$ cat src/rtl/mbist_march_ctrl_if.sv
// Single-port SRAM access bus between an MBIST controller (master) and one memory wrapper (slave).
interface mbist_march_ctrl_if #(
    parameter int unsigned ADDR_W = 4,
    parameter int unsigned DATA_W = 8
) ();
    logic              mem_en;
    logic              mem_we;
    logic [ADDR_W-1:0] mem_addr;
    logic [DATA_W-1:0] mem_wdata;
    logic [DATA_W-1:0] mem_rdata;

    modport master (output mem_en, mem_we, mem_addr, mem_wdata, input  mem_rdata);
    modport slave  (input  mem_en, mem_we, mem_addr, mem_wdata, output mem_rdata);
endinterface

$ cat src/rtl/mbist_march_ctrl.sv
// March C- MBIST engine for one single-port SRAM: issues one op per cycle, checks reads
// after RD_LAT cycles and captures the first failing address and March element.
module mbist_march_ctrl #(
    parameter int unsigned ADDR_W       = 4,
    parameter int unsigned DATA_W       = 8,
    parameter int unsigned RD_LAT       = 1,
    parameter bit          STOP_ON_FAIL = 1'b0
) (
    input  logic              clk,
    input  logic              rst_n,
    input  logic              start,
    input  logic              abort,
    output logic              busy,
    output logic              done,
    output logic              pass,
    output logic              fail_valid,
    output logic [ADDR_W-1:0] fail_addr,
    output logic [2:0]        fail_elem,
    mbist_march_ctrl_if.master mem
);
    localparam int unsigned ELEM_W = 3;
    localparam int unsigned DCNT_W = 2;
    localparam logic [ADDR_W-1:0] ADDR_LAST = '1;
    localparam logic [DATA_W-1:0] DATA_ONES = '1;
    localparam logic [DCNT_W-1:0] DCNT_LAST = DCNT_W'(RD_LAT - 1);

    typedef enum logic [1:0] {S_IDLE, S_RUN, S_DRAIN, S_DONE} state_t;

    typedef struct packed {
        logic              vld;
        logic [DATA_W-1:0] exp;
        logic [ADDR_W-1:0] addr;
        logic [ELEM_W-1:0] elem;
    } rd_tag_t;

    // Phase 0 of elements 1..5 is the read; element 0 is a lone write.
    function automatic logic op_is_rd(input logic [ELEM_W-1:0] e, input logic p);
        return (e != 3'd0) && !p;
    endfunction

    // Background selected by the op: 1 = all-ones, 0 = all-zeros.
    function automatic logic op_bg(input logic [ELEM_W-1:0] e, input logic p);
        return p ? (e == 3'd1 || e == 3'd3) : (e == 3'd2 || e == 3'd4);
    endfunction

    function automatic logic elem_down(input logic [ELEM_W-1:0] e);
        return (e == 3'd3) || (e == 3'd4);
    endfunction

    function automatic logic op_last_ph(input logic [ELEM_W-1:0] e, input logic p);
        return ((e == 3'd0) || (e == 3'd5)) ? 1'b1 : p;
    endfunction

    state_t            state_q;
    logic [ELEM_W-1:0] elem_q, elem_d;
    logic [ADDR_W-1:0] addr_q, addr_d;
    logic              ph_q, ph_d;
    logic              addr_end_c, last_op_c, cmp_fail_c, stop_c;
    logic [DCNT_W-1:0] dcnt_q;
    logic              busy_q, done_q, pass_q, fv_q;
    logic [ADDR_W-1:0] faddr_q;
    logic [ELEM_W-1:0] felem_q;
    logic              en_q, we_q;
    logic [DATA_W-1:0] wdata_q;
    rd_tag_t           pipe_q [RD_LAT];
    rd_tag_t           push_c;

    // Successor of the op currently on the bus; element change by full-width address compare.
    always_comb begin
        elem_d     = elem_q;
        addr_d     = addr_q;
        ph_d       = 1'b0;
        last_op_c  = 1'b0;
        addr_end_c = elem_down(elem_q) ? (addr_q == '0) : (addr_q == ADDR_LAST);
        if (!op_last_ph(elem_q, ph_q)) begin
            ph_d = 1'b1;
        end else if (!addr_end_c) begin
            addr_d = elem_down(elem_q) ? addr_q - ADDR_W'(1) : addr_q + ADDR_W'(1);
        end else if (elem_q == 3'd5) begin
            last_op_c = 1'b1;
        end else begin
            elem_d = elem_q + ELEM_W'(1);
            addr_d = elem_down(elem_d) ? ADDR_LAST : '0;
        end
    end

    always_comb begin
        push_c.vld  = en_q && !we_q;
        push_c.exp  = op_bg(elem_q, ph_q) ? DATA_ONES : '0;
        push_c.addr = addr_q;
        push_c.elem = elem_q;
        cmp_fail_c  = pipe_q[RD_LAT-1].vld && (mem.mem_rdata != pipe_q[RD_LAT-1].exp);
        stop_c      = STOP_ON_FAIL && cmp_fail_c;
    end

    always_ff @(posedge clk or negedge rst_n) begin
        if (!rst_n) begin
            state_q <= S_IDLE;
            elem_q  <= '0;
            addr_q  <= '0;
            ph_q    <= 1'b0;
            dcnt_q  <= '0;
            busy_q  <= 1'b0;
            done_q  <= 1'b0;
            pass_q  <= 1'b1;
            fv_q    <= 1'b0;
            faddr_q <= '0;
            felem_q <= '0;
            en_q    <= 1'b0;
            we_q    <= 1'b0;
            wdata_q <= '0;
            for (int unsigned i = 0; i < RD_LAT; i++) pipe_q[i] <= '0;
        end else begin
            pipe_q[0] <= push_c;
            for (int unsigned i = 1; i < RD_LAT; i++) pipe_q[i] <= pipe_q[i-1];
            if (cmp_fail_c) begin
                pass_q <= 1'b0;
                if (!fv_q) begin
                    fv_q    <= 1'b1;
                    faddr_q <= pipe_q[RD_LAT-1].addr;
                    felem_q <= pipe_q[RD_LAT-1].elem;
                end
            end
            if (abort) begin
                state_q <= S_IDLE;
                busy_q  <= 1'b0;
                done_q  <= 1'b0;
                en_q    <= 1'b0;
                we_q    <= 1'b0;
                wdata_q <= '0;
                elem_q  <= '0;
                addr_q  <= '0;
                ph_q    <= 1'b0;
                for (int unsigned i = 0; i < RD_LAT; i++) pipe_q[i] <= '0;
            end else begin
                case (state_q)
                    S_IDLE, S_DONE: begin
                        if (start) begin
                            state_q <= S_RUN;
                            busy_q  <= 1'b1;
                            done_q  <= 1'b0;
                            pass_q  <= 1'b1;
                            fv_q    <= 1'b0;
                            faddr_q <= '0;
                            felem_q <= '0;
                            elem_q  <= '0;
                            addr_q  <= '0;
                            ph_q    <= 1'b0;
                            en_q    <= 1'b1;
                            we_q    <= 1'b1;
                            wdata_q <= '0;
                        end
                    end
                    S_RUN: begin
                        if (last_op_c || stop_c) begin
                            state_q <= S_DRAIN;
                            dcnt_q  <= '0;
                            en_q    <= 1'b0;
                            we_q    <= 1'b0;
                            wdata_q <= '0;
                        end else begin
                            elem_q  <= elem_d;
                            addr_q  <= addr_d;
                            ph_q    <= ph_d;
                            en_q    <= 1'b1;
                            we_q    <= !op_is_rd(elem_d, ph_d);
                            wdata_q <= (!op_is_rd(elem_d, ph_d) && op_bg(elem_d, ph_d)) ? DATA_ONES : '0;
                        end
                    end
                    S_DRAIN: begin
                        if (dcnt_q == DCNT_LAST) begin
                            state_q <= S_DONE;
                            busy_q  <= 1'b0;
                            done_q  <= 1'b1;
                        end else begin
                            dcnt_q <= dcnt_q + DCNT_W'(1);
                        end
                    end
                    default: state_q <= S_IDLE;
                endcase
            end
        end
    end

    assign busy          = busy_q;
    assign done          = done_q;
    assign pass          = pass_q;
    assign fail_valid    = fv_q;
    assign fail_addr     = faddr_q;
    assign fail_elem     = felem_q;
    assign mem.mem_en    = en_q;
    assign mem.mem_we    = we_q;
    assign mem.mem_addr  = addr_q;
    assign mem.mem_wdata = wdata_q;
endmodule

$ cat src/flat_wrapper.sv
// flat-port wrapper written by rule: the top's interface ports become plain ports
module mbist_march_ctrl_flat 
#(
    parameter int unsigned ADDR_W       = 4,
    parameter int unsigned DATA_W       = 8,
    parameter int unsigned RD_LAT       = 1,
    parameter bit          STOP_ON_FAIL = 1'b0
)
  (clk, rst_n, start, abort, busy, done, pass, fail_valid, fail_addr, fail_elem, mem_mem_en, mem_mem_we, mem_mem_addr, mem_mem_wdata, mem_mem_rdata);
  mbist_march_ctrl_if #(.ADDR_W(ADDR_W), .DATA_W(DATA_W)) mem_i ();
  input  logic clk;
  input  logic rst_n;
  input  logic start;
  input  logic abort;
  output logic busy;
  output logic done;
  output logic pass;
  output logic fail_valid;
  output logic [ADDR_W-1:0] fail_addr;
  output logic [2:0] fail_elem;
  output wire logic [$bits(mem_i.mem_en)-1:0] mem_mem_en;
  output wire logic [$bits(mem_i.mem_we)-1:0] mem_mem_we;
  output wire logic [$bits(mem_i.mem_addr)-1:0] mem_mem_addr;
  output wire logic [$bits(mem_i.mem_wdata)-1:0] mem_mem_wdata;
  input wire logic [$bits(mem_i.mem_rdata)-1:0] mem_mem_rdata;
  assign mem_mem_en = mem_i.mem_en;
  assign mem_mem_we = mem_i.mem_we;
  assign mem_mem_addr = mem_i.mem_addr;
  assign mem_mem_wdata = mem_i.mem_wdata;
  assign mem_i.mem_rdata = mem_mem_rdata;
  mbist_march_ctrl #(.ADDR_W(ADDR_W), .DATA_W(DATA_W), .RD_LAT(RD_LAT), .STOP_ON_FAIL(STOP_ON_FAIL)) u_core (.clk(clk), .rst_n(rst_n), .start(start), .abort(abort), .busy(busy), .done(done), .pass(pass), .fail_valid(fail_valid), .fail_addr(fail_addr), .fail_elem(fail_elem), .mem(mem_i));
endmodule
$ cat config.mk
export PLATFORM = sky130hd
export DESIGN_NAME = mbist_march_ctrl_flat
export DESIGN_NICKNAME = d
export VERILOG_FILES = /design/src/rtl/mbist_march_ctrl_if.sv /design/src/rtl/mbist_march_ctrl.sv /design/src/flat_wrapper.sv
export SDC_FILE = /design/constraint.sdc
export NUM_CORES = 1
export LEC_CHECK = 0
export BUFFER_PORTS_ARGS = -buffer_cell sky130_fd_sc_hd__buf_2
export CAP_MARGIN = 40
export CORE_MARGIN = 2
export CORE_UTILIZATION = 30
export CTS_CLUSTER_DIAMETER = 40
export DETAILED_ROUTE_END_ITERATION = 7
export PLACE_DENSITY = 0.55
export SYNTH_ARGS = -nofsm -noshare
export SYNTH_HDL_FRONTEND = slang
export SYNTH_SLANG_ARGS = --single-unit
$ cat constraint.sdc
create_clock -name clk -period 2.1 [get_ports clk]
set_input_delay 0.42 -clock clk [delete_from_list [all_inputs] [get_ports clk]]
set_output_delay 0.42 -clock clk [all_outputs]
set_load 0.02 [all_outputs]
==> Word level (Yosys, flattened, before mapping) <==
Index checks and enable logic that the tools add are counted.
{ "classes": {"add_sub_neg": 4, "n_mul": 0, "n_div": 0, "magnitude_cmp": 0, "eq_ne": 24, "n_shift": 0, "mux": 74, "n_bitwise": 1, "n_reduce_logical": 28} }
{ "ops": {"columns": ["op", "n"], "rows": [
  ["two-way mux 4 bit", 13],
  ["two-way mux 8 bit", 5],
  ["two-way mux 3 bit", 11],
  ["two-way mux 1 bit", 28],
  ["two-way mux 16 bit", 1],
  ["case mux 8 bit (2 select lines)", 1],
  ["== test 3 x 2 -> 1 bit, second input constant", 5],
  ["== test 3 bit, second input constant", 4],
  ["two-way mux 2 bit", 6],
  ["case mux 1 bit (2 select lines)", 5],
  ["!= test 3 x 2 -> 1 bit, second input constant", 3],
  ["AND reduction 3 bit", 3],
  ["nonzero test 3 bit", 3],
  ["!= test 8 bit", 1],
  ["case mux 4 bit (2 select lines)", 1],
  ["logical OR 1 bit", 7],
  ["== test 3 x 1 -> 1 bit, second input constant", 2],
  ["!= test 3 bit, second input constant", 2],
  ["case mux 2 bit (3 select lines)", 1],
  ["case mux 3 bit (2 select lines)", 1],
  ["AND reduction 5 bit", 1],
  ["adder 4 x 1 -> 4 bit, second input constant", 1],
  ["== test 2 bit, second input constant", 2],
  ["== test 4 bit, second input constant", 1],
  ["other kinds (18)", 23]
]} }
{ "word_totals": {"reg_bits": 49, "latchBits": 0, "ramBits": 0, "romBits": 0, "in_bits": 12, "output_inout_bits": 25, "elab_cells": 149, "n_memories": 0} }

==> Longest topological paths before layout <==
Gate-level depths: netlist of the first run.
{ "logic_depth": {"ltp_word": 13, "mapped_depth": 9, "depth_no_buf": 9} }

==> Least setup slack after synthesis of the first run <==
Ideal clock, no wire load.
{ "synth_timing": {"path_kind": "reg2reg", "startpoint": "register u_core.elem_q[0]", "endpoint": "register u_core.addr_q[3] (netlist: u_core.mem.mem_addr[3])", "setup_time_ps": 120, "arrival_time_ps": 2174, "required_time_ps": 1980, "slack_ps": -194, "path_stages_with_launch": 10, "cell_sequence": "dfrtp_1 inv_1 ha_1 mux2_4 ha_1 a21o_2 a21oi_1 mux2i_1 o21ai_0 a31o_1"} }
{ "synth_between": {"elab_chain_len": 10, "elab_cells_between_ends": 27, "classes_between": "add/sub: 1; eq/ne: 8; mux: 13; reduce/logical: 5"} }
{ "synth_rtl": {"columns": ["item", "line_no", "text"], "rows": [
  ["start, declared", "mbist_march_ctrl.sv:55", "logic [ELEM_W-1:0] elem_q, elem_d;"],
  ["start signal, assigned", "mbist_march_ctrl.sv:162", "elem_q <= elem_d;"],
  ["adder 3 x 1 -> 3 bit", "mbist_march_ctrl.sv:82", "elem_d = elem_q + ELEM_W'(1);"],
  ["== test 3 x 2 -> 1 bit or == test 3 bit (tied branches)", "mbist_march_ctrl.sv:47", "return (e == 3'd3) || (e == 3'd4);"],
  ["logical OR 1 bit", "mbist_march_ctrl.sv:47", null],
  ["two-way mux 4 bit", "mbist_march_ctrl.sv:83", "addr_d = elem_down(elem_d) ? ADDR_LAST : '0;"],
  ["two-way mux 4 bit", "mbist_march_ctrl.sv:79", "end else if (elem_q == 3'd5) begin"],
  ["two-way mux 4 bit", "mbist_march_ctrl.sv:77", "end else if (!addr_end_c) begin"],
  ["two-way mux 4 bit", "mbist_march_ctrl.sv:75", "if (!op_last_ph(elem_q, ph_q)) begin"],
  ["two-way mux 4 bit", "mbist_march_ctrl.sv:155", "if (last_op_c || stop_c) begin"],
  ["case mux 4 bit (2 select lines)", "mbist_march_ctrl.sv:136", "case (state_q)"],
  ["two-way mux 4 bit", "mbist_march_ctrl.sv:124", "if (abort) begin"],
  ["end signal, assigned", "mbist_march_ctrl.sv:163", "addr_q <= addr_d;"],
  ["end, declared", "mbist_march_ctrl.sv:56", "logic [ADDR_W-1:0] addr_q, addr_d;"]
]} }
Several ways; a longest one is shown, not always the timed one. The select of a mux whose other input is x is not followed.
A chain may end at the register's enable or synchronous reset.

==> Worst setup path after layout of the first run <==
Ends and elaborated chain as after synthesis.

==> flow_metrics.env, run 1 <==
export IMPL_status="finished, final reports clean"
export IMPL_setup_violations=0
export IMPL_syn_area_um2=2080
export IMPL_grt_pass1_wl_mm=7.66
export IMPL_grt_max_degree=31
export IMPL_p_leak_nw=1.25
export IMPL_nets=281
export IMPL_cts_tree="done"
export IMPL_async_flop_share=1.00
export IMPL_ant_nets=0
export IMPL_area_growth_pct=27.8
export IMPL_dp_slack_ps=-27.7
export IMPL_grt_usage=0.129
export IMPL_synth_edf_count=0
export IMPL_synth_area_per_cell_um2=10.2
export IMPL_num_rows=30
export IMPL_instances_no_fill=339
export IMPL_synth_area_leaders="dfrtp_1 (41%), ha_1 (6.0%), mux2i_1 (4.8%)"
export IMPL_antenna_cells=0
export IMPL_timing_rr_start="u_core.elem_q[0]"
export IMPL_drv_cap=0
export IMPL_cp_required_ps=2280
export IMPL_path_max_fanout=3
export IMPL_place_gp_congestion=0.808
export IMPL_worst_setup_path_type="flip-flop to flip-flop"
export IMPL_worst_ep_arrival_time_ps=2280
export IMPL_grt_remaining_overflow=0
export IMPL_clock_sinks=35
export IMPL_min_delay_start="start"
export IMPL_ys_ff_latch=35
export IMPL_slew_viol_final=0
export IMPL_rsz0062_at_grt="true"
export IMPL_syn_nets=226
export IMPL_tightest_slew_ps=685
export IMPL_seq_area_frac_synth=0.422
export IMPL_antenna_found_initial=0
export IMPL_start_kind="flip-flop"
export IMPL_num_vias=1647
export IMPL_power_mw=2.37
export IMPL_yosysTopAreaCell="dfrtp_1"
export IMPL_fmax_ghz=0.477
export IMPL_io_buffer_count=36
export IMPL_ys_flop_type="dfrtp_1"
export IMPL_yosys_warnings=0
export IMPL_dieWidth_um=87.2
export IMPL_p_per_area_nw_per_um2=892
export IMPL_hold_viol_final=0
export IMPL_dieArea_um2=7610
export IMPL_synth_common_cells="dfrtp_1 (34), nor2_1 (24), inv_1 (14), o21ai_0 (14), nand2_1 (12)"
export IMPL_nFillCells=665
export IMPL_cts_buffers=5
export IMPL_setup_ws_ps=3.59
export IMPL_skew_ps=6.94
export IMPL_syn_instance_count=203
export IMPL_dp_cells=325
export IMPL_synth_top_cell_area_share=0.409
export IMPL_pin_count=37
export IMPL_seq_area_um2=877
export IMPL_drc=0
export IMPL_insertion_delay_ps=290
export IMPL_crit_path_end_kind="flip-flop"
export IMPL_core_area_um2=6760
export IMPL_final_layout_size_suffix_gt1_frac=0.375
export IMPL_hp_class="input pin to flip-flop"
export IMPL_wl_per_cell_um=14.1
export IMPL_multi_input_area_um2=1140
export IMPL_first_pass_iters=4
export IMPL_fp_dieH_um=87.2
export IMPL_viasPerCell=4.86
export IMPL_finalWirelength_mm=4.76
export IMPL_min_period_ps=2100
export IMPL_ctsRootBufferMaster="clkbuf_8"
export IMPL_grt_pass1_vias=1591
export IMPL_path_clk_slew_ps=80
export IMPL_start_util=0.308
export IMPL_drt_iter0_markers=105
export IMPL_irDropWorstVdd_v=0.000244
export IMPL_yosysUniqueCellTypes=56
export IMPL_dp_hpwl_mm=3.60
export IMPL_relSlewSlack=0.541
export IMPL_min_period_over_period=0.998
export IMPL_htreeDepth=2
export IMPL_synth_most_common_cell="dfrtp_1"
export IMPL_whs_ps=476
export IMPL_cts_max_path_buffers=2
export IMPL_worstSetupStartpoint="u_core.elem_q[0]"
==> cells in the final DEF (no fill, tap or decap), types with 2 or more instances in the layout <==
| cell type | Yosys | final |
|---|---|---|
| buf_2 | 0 | 36 |
| dfrtp_1 | 34 | 34 |
| nor2_1 | 24 | 24 |
| buf_4 | 7 | 22 |
| inv_1 | 14 | 12 |
| o21ai_0 | 14 | 12 |
| nand2_1 | 12 | 11 |
| mux2i_1 | 10 | 10 |
| ha_1 | 10 | 7 |
| a21oi_1 | 6 | 5 |
| o21ai_1 | 4 | 5 |
| clkbuf_8 | 0 | 5 |
| a211oi_1 | 4 | 4 |
| a31oi_1 | 4 | 4 |
| mux2_4 | 3 | 3 |
| nor2b_1 | 3 | 3 |
| nor3_1 | 3 | 3 |
| a22o_1 | 3 | 3 |
| inv_2 | 0 | 2 |
| or3_1 | 2 | 2 |
| nor3_2 | 2 | 2 |
| nor3b_1 | 2 | 2 |
| nand2b_1 | 2 | 2 |
| a21oi_4 | 1 | 2 |
| a32o_1 | 2 | 2 |
| ha_4 | 0 | 2 |
==> final cells by class <==
cell class              instances  area share
clock buffers                   5      0.0259
clock inverters                 3      0.0165
inverters                      14      0.0198
multi-input cells             142       0.428
flip-flops and latches         35       0.330
well taps                      80      0.0377
repair buffers                 60       0.141
==> worst paths after layout <==
path / end / slack [ps] / cells after the start
setup reg to reg: u_core.mem.mem_addr[3] / 4 / 8
setup / recovery: u_core.mem.mem_addr[3] / 4 / 8
hold / removal: u_core.pass / 480 / 3
max in group asynchronous: u_core.pass / 1130 / 3
hold reg to reg: u_core.pipe_q[15] / 480 / 1
min in group asynchronous: u_core.elem_q[2] / 500 / 2
==> cell families (layout without fill, tap and decap cells) <==
group | after synthesis | in the layout | synth area share
xor+xnor | 1 | 1 | 0.00422
fa+ha+maj | 11 | 11 | 0.0698
compound gates | 52 | 52 | 0.194
flops | 35 | 35 | 0.422
simple gates | 63 | 63 | 0.164
buf+inv | 26 | 82 | 0.0632
mux | 15 | 15 | 0.0819
==> sequential cells by signal (all words and copies together), names as in the netlist <==
register,cells
u_core.mem.mem_en,1
u_core.done,1
u_core.mem.mem_we,1
u_core.state_q,2
u_core.fail_valid,1
u_core.busy,1
u_core.dcnt_q,2
u_core.mem.mem_addr,4
u_core.pipe_q,9
u_core.ph_q,1
u_core.fail_addr,4
u_core.fail_elem,3
u_core.elem_q,3
u_core.mem.mem_wdata,1
u_core.pass,1
==> critical path, cell delays in order, from the launching register on <==
cell and delay (ps):
dfrtp_1 410, ha_2 200, mux2_4 300, ha_4 220, a21o_4 220, a21oi_4 150, mux2i_1 210, a31oi_1 90
a31o_1 180
==> power by group <==
part           total, mW  switching [mW]  internal [mW]
clock              0.609           0.256          0.353
sequential         0.872          0.0908          0.782
combinational      0.886           0.534          0.352
==> what timing repair did <==
item,4_1_cts,5_1_grt
hold endpoints to repair,5,0
cloned,0,0
resized for setup,3,6
setup endpoints to repair,1,7
hold buffers,1,0
pin swaps,2,5
buffers inserted,3,2
==> layer usage <==
metal | up-vias | share of wire | GRT usage
met5 | - | 0 | 0
met1 | 772 | 0.47 | 0.166
met2 | 39 | 0.48 | 0.207
met3 | 6 | 0.038 | 0.0332
li1 | 830 | - | -
met4 | 0 | 0.014 | 0.0490
==> metrics by stage <==
| step | setup TNS, ps | utilization | instance area [um2] |
|---|---|---|---|
| after floorplan | 0 | - | 2110 |
| after global placement | 0 | 0.361 | 2440 |
| after detailed placement | -27.7 | 0.364 | 2460 |
| after CTS | -9.82 | 0.387 | 2620 |
| after global routing | -86.9 | 0.393 | 2660 |
| final | 0 | 0.393 | 2660 |
Power figures use the tool's default switching activity.
==> run 2: changes to the inputs <==
--- a/config.mk
+++ b/config.mk
@@ -11,7 +11,7 @@
 export CORE_UTILIZATION = 30
 export CTS_CLUSTER_DIAMETER = 40
 export DETAILED_ROUTE_END_ITERATION = 7
-export PLACE_DENSITY = 0.55
+export PLACE_DENSITY_LB_ADDON = 0.25
 export SYNTH_ARGS = -nofsm -noshare
 export SYNTH_HDL_FRONTEND = slang
 export SYNTH_SLANG_ARGS = --single-unit
==> constraint.sdc (replaced) <==
create_clock -name clk -period 2.36 [get_ports clk]
set_input_delay 0.472 -clock clk [delete_from_list [all_inputs] [get_ports clk]]
set_output_delay 0.472 -clock clk [all_outputs]
set_load 0.005 [all_outputs]
==> run 2 against run 1 <==
Non-clock buffer count down 16. Largest power group is now registers. Count of clock-buffer cells in the layout did not move. Final cell count shrank 4.7%. Clock power decreased by 11%.
==> flow_metrics.env, run 2 (synthesized netlist as in run 1, its figures left out) <==
export IMPL_drv_cap=0
export IMPL_instances_no_fill=323
export IMPL_htreeDepth=2
export IMPL_dieWidth_um=87.2
export IMPL_hold_viol_final=0
export IMPL_grt_remaining_overflow=0
export IMPL_tightest_slew_ps=723
export IMPL_skew_ps=5.02
export IMPL_grt_usage=0.126
export IMPL_cts_hold_buffers_added=0
export IMPL_setup_violations=0
export IMPL_grt_pass1_wl_mm=7.39
export IMPL_crit_path_end_kind="flip-flop"
export IMPL_p_per_area_nw_per_um2=814
export IMPL_status="finished, final reports clean"
export IMPL_finalWirelength_mm=4.54
export IMPL_dp_hpwl_mm=3.35
export IMPL_relSlewSlack=0.515
export IMPL_setup_ws_ps=121
export IMPL_fp_dieH_um=87.2
export IMPL_dp_cells=314
export IMPL_min_period_over_period=0.949
export IMPL_antenna_cells=0
export IMPL_dieArea_um2=7610
export IMPL_wl_per_cell_um=14.1
export IMPL_p_leak_nw=1.17
export IMPL_pin_count=37
export IMPL_place_gp_congestion=0.815
export IMPL_nFillCells=693
export IMPL_path_clk_slew_ps=70
export IMPL_grt_pass1_vias=1521
export IMPL_viasPerCell=4.88
export IMPL_largest_register_ffs=9
export IMPL_dp_slack_ps=34.0
export IMPL_drc=0
export IMPL_worst_ep_arrival_time_ps=2420
export IMPL_nets=265
export IMPL_top_register="u_core.pipe_q"
export IMPL_worst_setup_path_type="flip-flop to flip-flop"
export IMPL_mostFrequentLayoutCell="buf_2"
export IMPL_first_pass_iters=4
export IMPL_fin_util=0.365
export IMPL_fmax_ghz=0.447
export IMPL_num_vias=1577
export IMPL_power_mw=2.01
export IMPL_hp_class="input pin to async pin"
export IMPL_finish_instance_area_um2=2470
export IMPL_r2r_cells=9
export IMPL_area_growth_pct=18.8
export IMPL_cp_required_ps=2540
export IMPL_irDropWorstVdd_v=0.000315
export IMPL_slew_viol_final=0
export IMPL_whs_ps=132
export IMPL_ant_nets=0
export IMPL_antenna_found_initial=0
export IMPL_start_kind="flip-flop"
export IMPL_cts_buffers=5
export IMPL_io_buffer_count=36
export IMPL_grt_max_degree=36
export IMPL_finalSetupTns_ps=0
export IMPL_ctsRootBufferMaster="clkbuf_8"
export IMPL_rsz0062_at_grt="false"
export IMPL_cts_tree="done"
export IMPL_insertion_delay_ps=290
export IMPL_start_util=0.308
export IMPL_path_max_fanout=3
export IMPL_drt_iter0_markers=75
export IMPL_seq_area_um2=877
export IMPL_min_period_ps=2240
export IMPL_num_rows=30
export IMPL_final_layout_size_suffix_gt1_frac=0.300
export IMPL_core_area_um2=6760
export IMPL_cts_max_path_buffers=2
export IMPL_final_cell_mix="buf_2 (36), dfrtp_1 (34), nor2_1 (24), inv_1 (14), o21ai_0 (14)"
export IMPL_multi_input_area_um2=1070
export IMPL_clock_sinks=35
export IMPL_postPlaceCellArea_um2=2340
## run 2: changes by cell type in the layout (fill, tap and decap cells not counted), moves of 2 or more
cell | previous run | this run
ha_1 | 7 | 10
o21ai_0 | 12 | 14
ha_4 | 2 | 0
inv_1 | 12 | 14
inv_2 | 2 | 0
buf_4 | 22 | 7
## run 2: power breakdown
group | total (mW) | leakage (nW) | switching, mW | internal (mW)
Sequential | 0.777 | 0.472 | 0.0818 | 0.695
Combinational | 0.691 | 0.635 | 0.392 | 0.299
Clock | 0.541 | 0.0581 | 0.226 | 0.314
## run 2: what timing repair did
item / 4_1_cts / 5_1_grt
setup buffers: 0 / 1
gates resized for setup: 0 / 1
endpoints found under the hold margin: 0 / 0
setup endpoints to repair: 0 / 1
## run 2: path summary, 6_finish.rpt
check                                          endpoint  slack, ps              from
worst max register to register   u_core.mem.mem_addr[3]        120  u_core.elem_q[0]
min in group clk                    u_core.fail_addr[3]        500  u_core.pipe_q[6]
worst min register to register      u_core.fail_addr[3]        500  u_core.pipe_q[6]
max in group asynchronous                   u_core.pass       1980             rst_n
worst min-delay path            u_core.mem.mem_wdata[6]        130             rst_n
worst max-delay path             u_core.mem.mem_addr[3]        120  u_core.elem_q[0]
## run 2: critical path, stage by stage (launching register included)
cell     delay [ps]
dfrtp_1         360
inv_1            70
ha_1            230
mux2_4          280
ha_1            280
a21o_2          220
a21oi_2         180
mux2i_1         220
a31oi_1         110
a31o_1          190
## run 2: final cells by class
class                           count  share of cell area
Multi-Input combinational cell    142               0.435
Sequential cell                    35               0.355
Timing Repair Buffer               44               0.102
Tap cell                           80              0.0405
Clock buffer                        5              0.0279
Inverter                           14              0.0213
Clock inverter                      3              0.0177
## run 2: routing by layer
layer / up-vias / wire, um / global-route usage
met2: 25 / 2130 / 0.207
met5: - / 0 / 0
met4: 0 / 58 / 0.0378
li1: 794 / - / -
met1: 753 / 2190 / 0.165
met3: 5 / 164 / 0.0294
==> run 3: changes to the inputs <==
--- a/config.mk
+++ b/config.mk
@@ -8,7 +8,7 @@
 export BUFFER_PORTS_ARGS = -buffer_cell sky130_fd_sc_hd__buf_2
 export CAP_MARGIN = 40
 export CORE_MARGIN = 2
-export CORE_UTILIZATION = 30
+export CORE_UTILIZATION = 40
 export CTS_CLUSTER_DIAMETER = 40
 export DETAILED_ROUTE_END_ITERATION = 7
 export PLACE_DENSITY_LB_ADDON = 0.25
==> run 3 against run 2 <==
Combinational power down 0.7%. Critical path type unchanged. Register-to-register slack better by 40 ps. Routed wire length down 6.3%. Setup slack better by 41 ps.
==> flow_metrics.env, run 3 (synthesized netlist as in run 1, its figures left out) <==
export IMPL_drv_cap=0
export IMPL_dieArea_um2=5790
export IMPL_p_leak_nw=1.15
export IMPL_irDropWorstVdd_v=0.000284
export IMPL_pwr_share_clk=0.232
export IMPL_final_layout_size_suffix_gt1_frac=0.316
export IMPL_setup_violations=0
export IMPL_rsz0062_at_grt="false"
export IMPL_worstSetupStartpoint="u_core.elem_q[0]"
export IMPL_cp_required_ps=2530
export IMPL_skew_ps=11.4
export IMPL_grt_util_met2=0.232
export IMPL_pin_count=37
export IMPL_r2r_end="u_core.mem.mem_addr[3]"
export IMPL_ctsRootBufferMaster="clkbuf_8"
export IMPL_timing_rr_start="u_core.elem_q[0]"
export IMPL_fin_util=0.486
export IMPL_switching_power_mw=0.678
export IMPL_viasPerCell=5.00
export IMPL_hp_class="input pin to async pin"
export IMPL_num_vias=1570
export IMPL_worst_ep_arrival_time_ps=2370
export IMPL_drc=0
export IMPL_antenna_cells=0
export IMPL_swShare=0.355
export IMPL_cts_max_path_buffers=2
export IMPL_gr_usage_met1=0.218
export IMPL_min_period_over_period=0.931
export IMPL_mostFrequentLayoutCell="buf_2"
export IMPL_busiest_layer="met2"
export IMPL_io_buffer_count=36
export IMPL_area_growth_pct=18.6
export IMPL_status="finished, final reports clean"
export IMPL_path_clk_slew_ps=70
export IMPL_place_gp_congestion=0.866
export IMPL_grt_remaining_overflow=0
export IMPL_path_max_fanout=3
export IMPL_wl_per_cell_um=13.6
export IMPL_dp_hpwl_mm=3.12
export IMPL_hold_viol_final=0
export IMPL_cts_hold_buffers_added=0
export IMPL_power_share_sequential=0.408
export IMPL_dieWidth_um=76.1
export IMPL_fmax_ghz=0.455
export IMPL_ant_nets=0
export IMPL_min_period_ps=2200
export IMPL_r2r_slack_ps=160
export IMPL_top_register="u_core.pipe_q"
export IMPL_instances_no_fill=314
export IMPL_start_util=0.410
export IMPL_core_area_um2=5070
export IMPL_insertion_delay_ps=290
export IMPL_r2r_cells=9
export IMPL_crit_path_end_kind="flip-flop"
export IMPL_grt_max_degree=36
export IMPL_antenna_found_initial=0
export IMPL_cts_tree="done"
export IMPL_first_pass_iters=4
export IMPL_tightest_slew_ps=760
export IMPL_clock_sinks=35
export IMPL_relSlewSlack=0.493
export IMPL_final_cell_mix="buf_2 (36), dfrtp_1 (34), nor2_1 (24), o21ai_0 (14), inv_1 (13)"
export IMPL_worst_setup_path_type="flip-flop to flip-flop"
export IMPL_p_per_area_nw_per_um2=773
export IMPL_nets=266
export IMPL_grt_pass1_vias=1517
export IMPL_fp_dieH_um=76.1
export IMPL_grt_pass1_wl_mm=7.22
export IMPL_intPower_mw=1.23
export IMPL_num_rows=26
export IMPL_slew_viol_final=0
export IMPL_whs_ps=251
export IMPL_cts_buffers=5
export IMPL_largest_register_ffs=9
export IMPL_finalWirelength_mm=4.26
export IMPL_grt_usage=0.153
export IMPL_met3_usage=0.0320
export IMPL_combPwrFrac=0.360
export IMPL_dp_cells=305
export IMPL_htreeDepth=2
export IMPL_drt_iter0_markers=79
export IMPL_start_kind="flip-flop"
run 3: through the flow:
step	area (um2)	setup TNS (ps)	setup WS, ps	power [mW]
floorplan	2080	0	72.6	1.26
global placement	2330	0	99.2	1.47
detailed placement	2330	-30.7	-30.7	1.47
CTS	2420	0	29.4	1.92
global route	2460	0	9.03	2.05
finish	2460	0	162	1.91
run 3: repair_timing:
item | CTS | global route
endpoints found under the setup margin | 1 | 1
gates resized for setup | 1 | 6
pin swaps | 0 | 3
buffers inserted | 0 | 1
run 3: layer usage:
metal	routed length, um	share of wire
met5	0	0
met4	62	0.015
met1	2140	0.50
met3	196	0.046
met2	1860	0.44
run 3: how the worst max path moves through the flow:
stage	slack [ps]	to	cells past startpoint
global route	9	u_core.mem.mem_addr[3]	9
finish	160	u_core.mem.mem_addr[3]	9
floorplan	70	u_core.mem.mem_addr[3]	9
CTS	30	u_core.mem.mem_addr[3]	9
global placement	100	u_core.mem.mem_addr[3]	9
detailed placement	-30	u_core.mem.mem_addr[3]	9
run 3: area by class of cell:
type	instances	area, um2
Fill cell	482	2610
Multi-Input combinational cell	142	1110
Sequential cell	35	877
Timing Repair Buffer	45	248
Tap cell	70	87.6
Clock buffer	7	86.3
Inverter	14	52.6
Clock inverter	1	5.00
run 3: power groups by stage:
| stage | registers (mW) | clock network [mW] | logic [mW] |
|---|---|---|---|
| after floorplan | 0.777 | 0 | 0.484 |
| after global placement | 0.790 | 0 | 0.682 |
| after detailed placement | 0.784 | 0 | 0.689 |
| after CTS | 0.778 | 0.449 | 0.688 |
| after global routing | 0.791 | 0.481 | 0.778 |
| final | 0.779 | 0.442 | 0.686 |
run 3: worst max-delay path, stage by stage, from the launching register on:
cell and delay (ps):
dfrtp_1 400, inv_2 70, ha_4 160, mux2_4 260, ha_1 270, a21o_2 230
a21oi_4 150, mux2i_1 230, a31oi_1 110, a31o_1 200
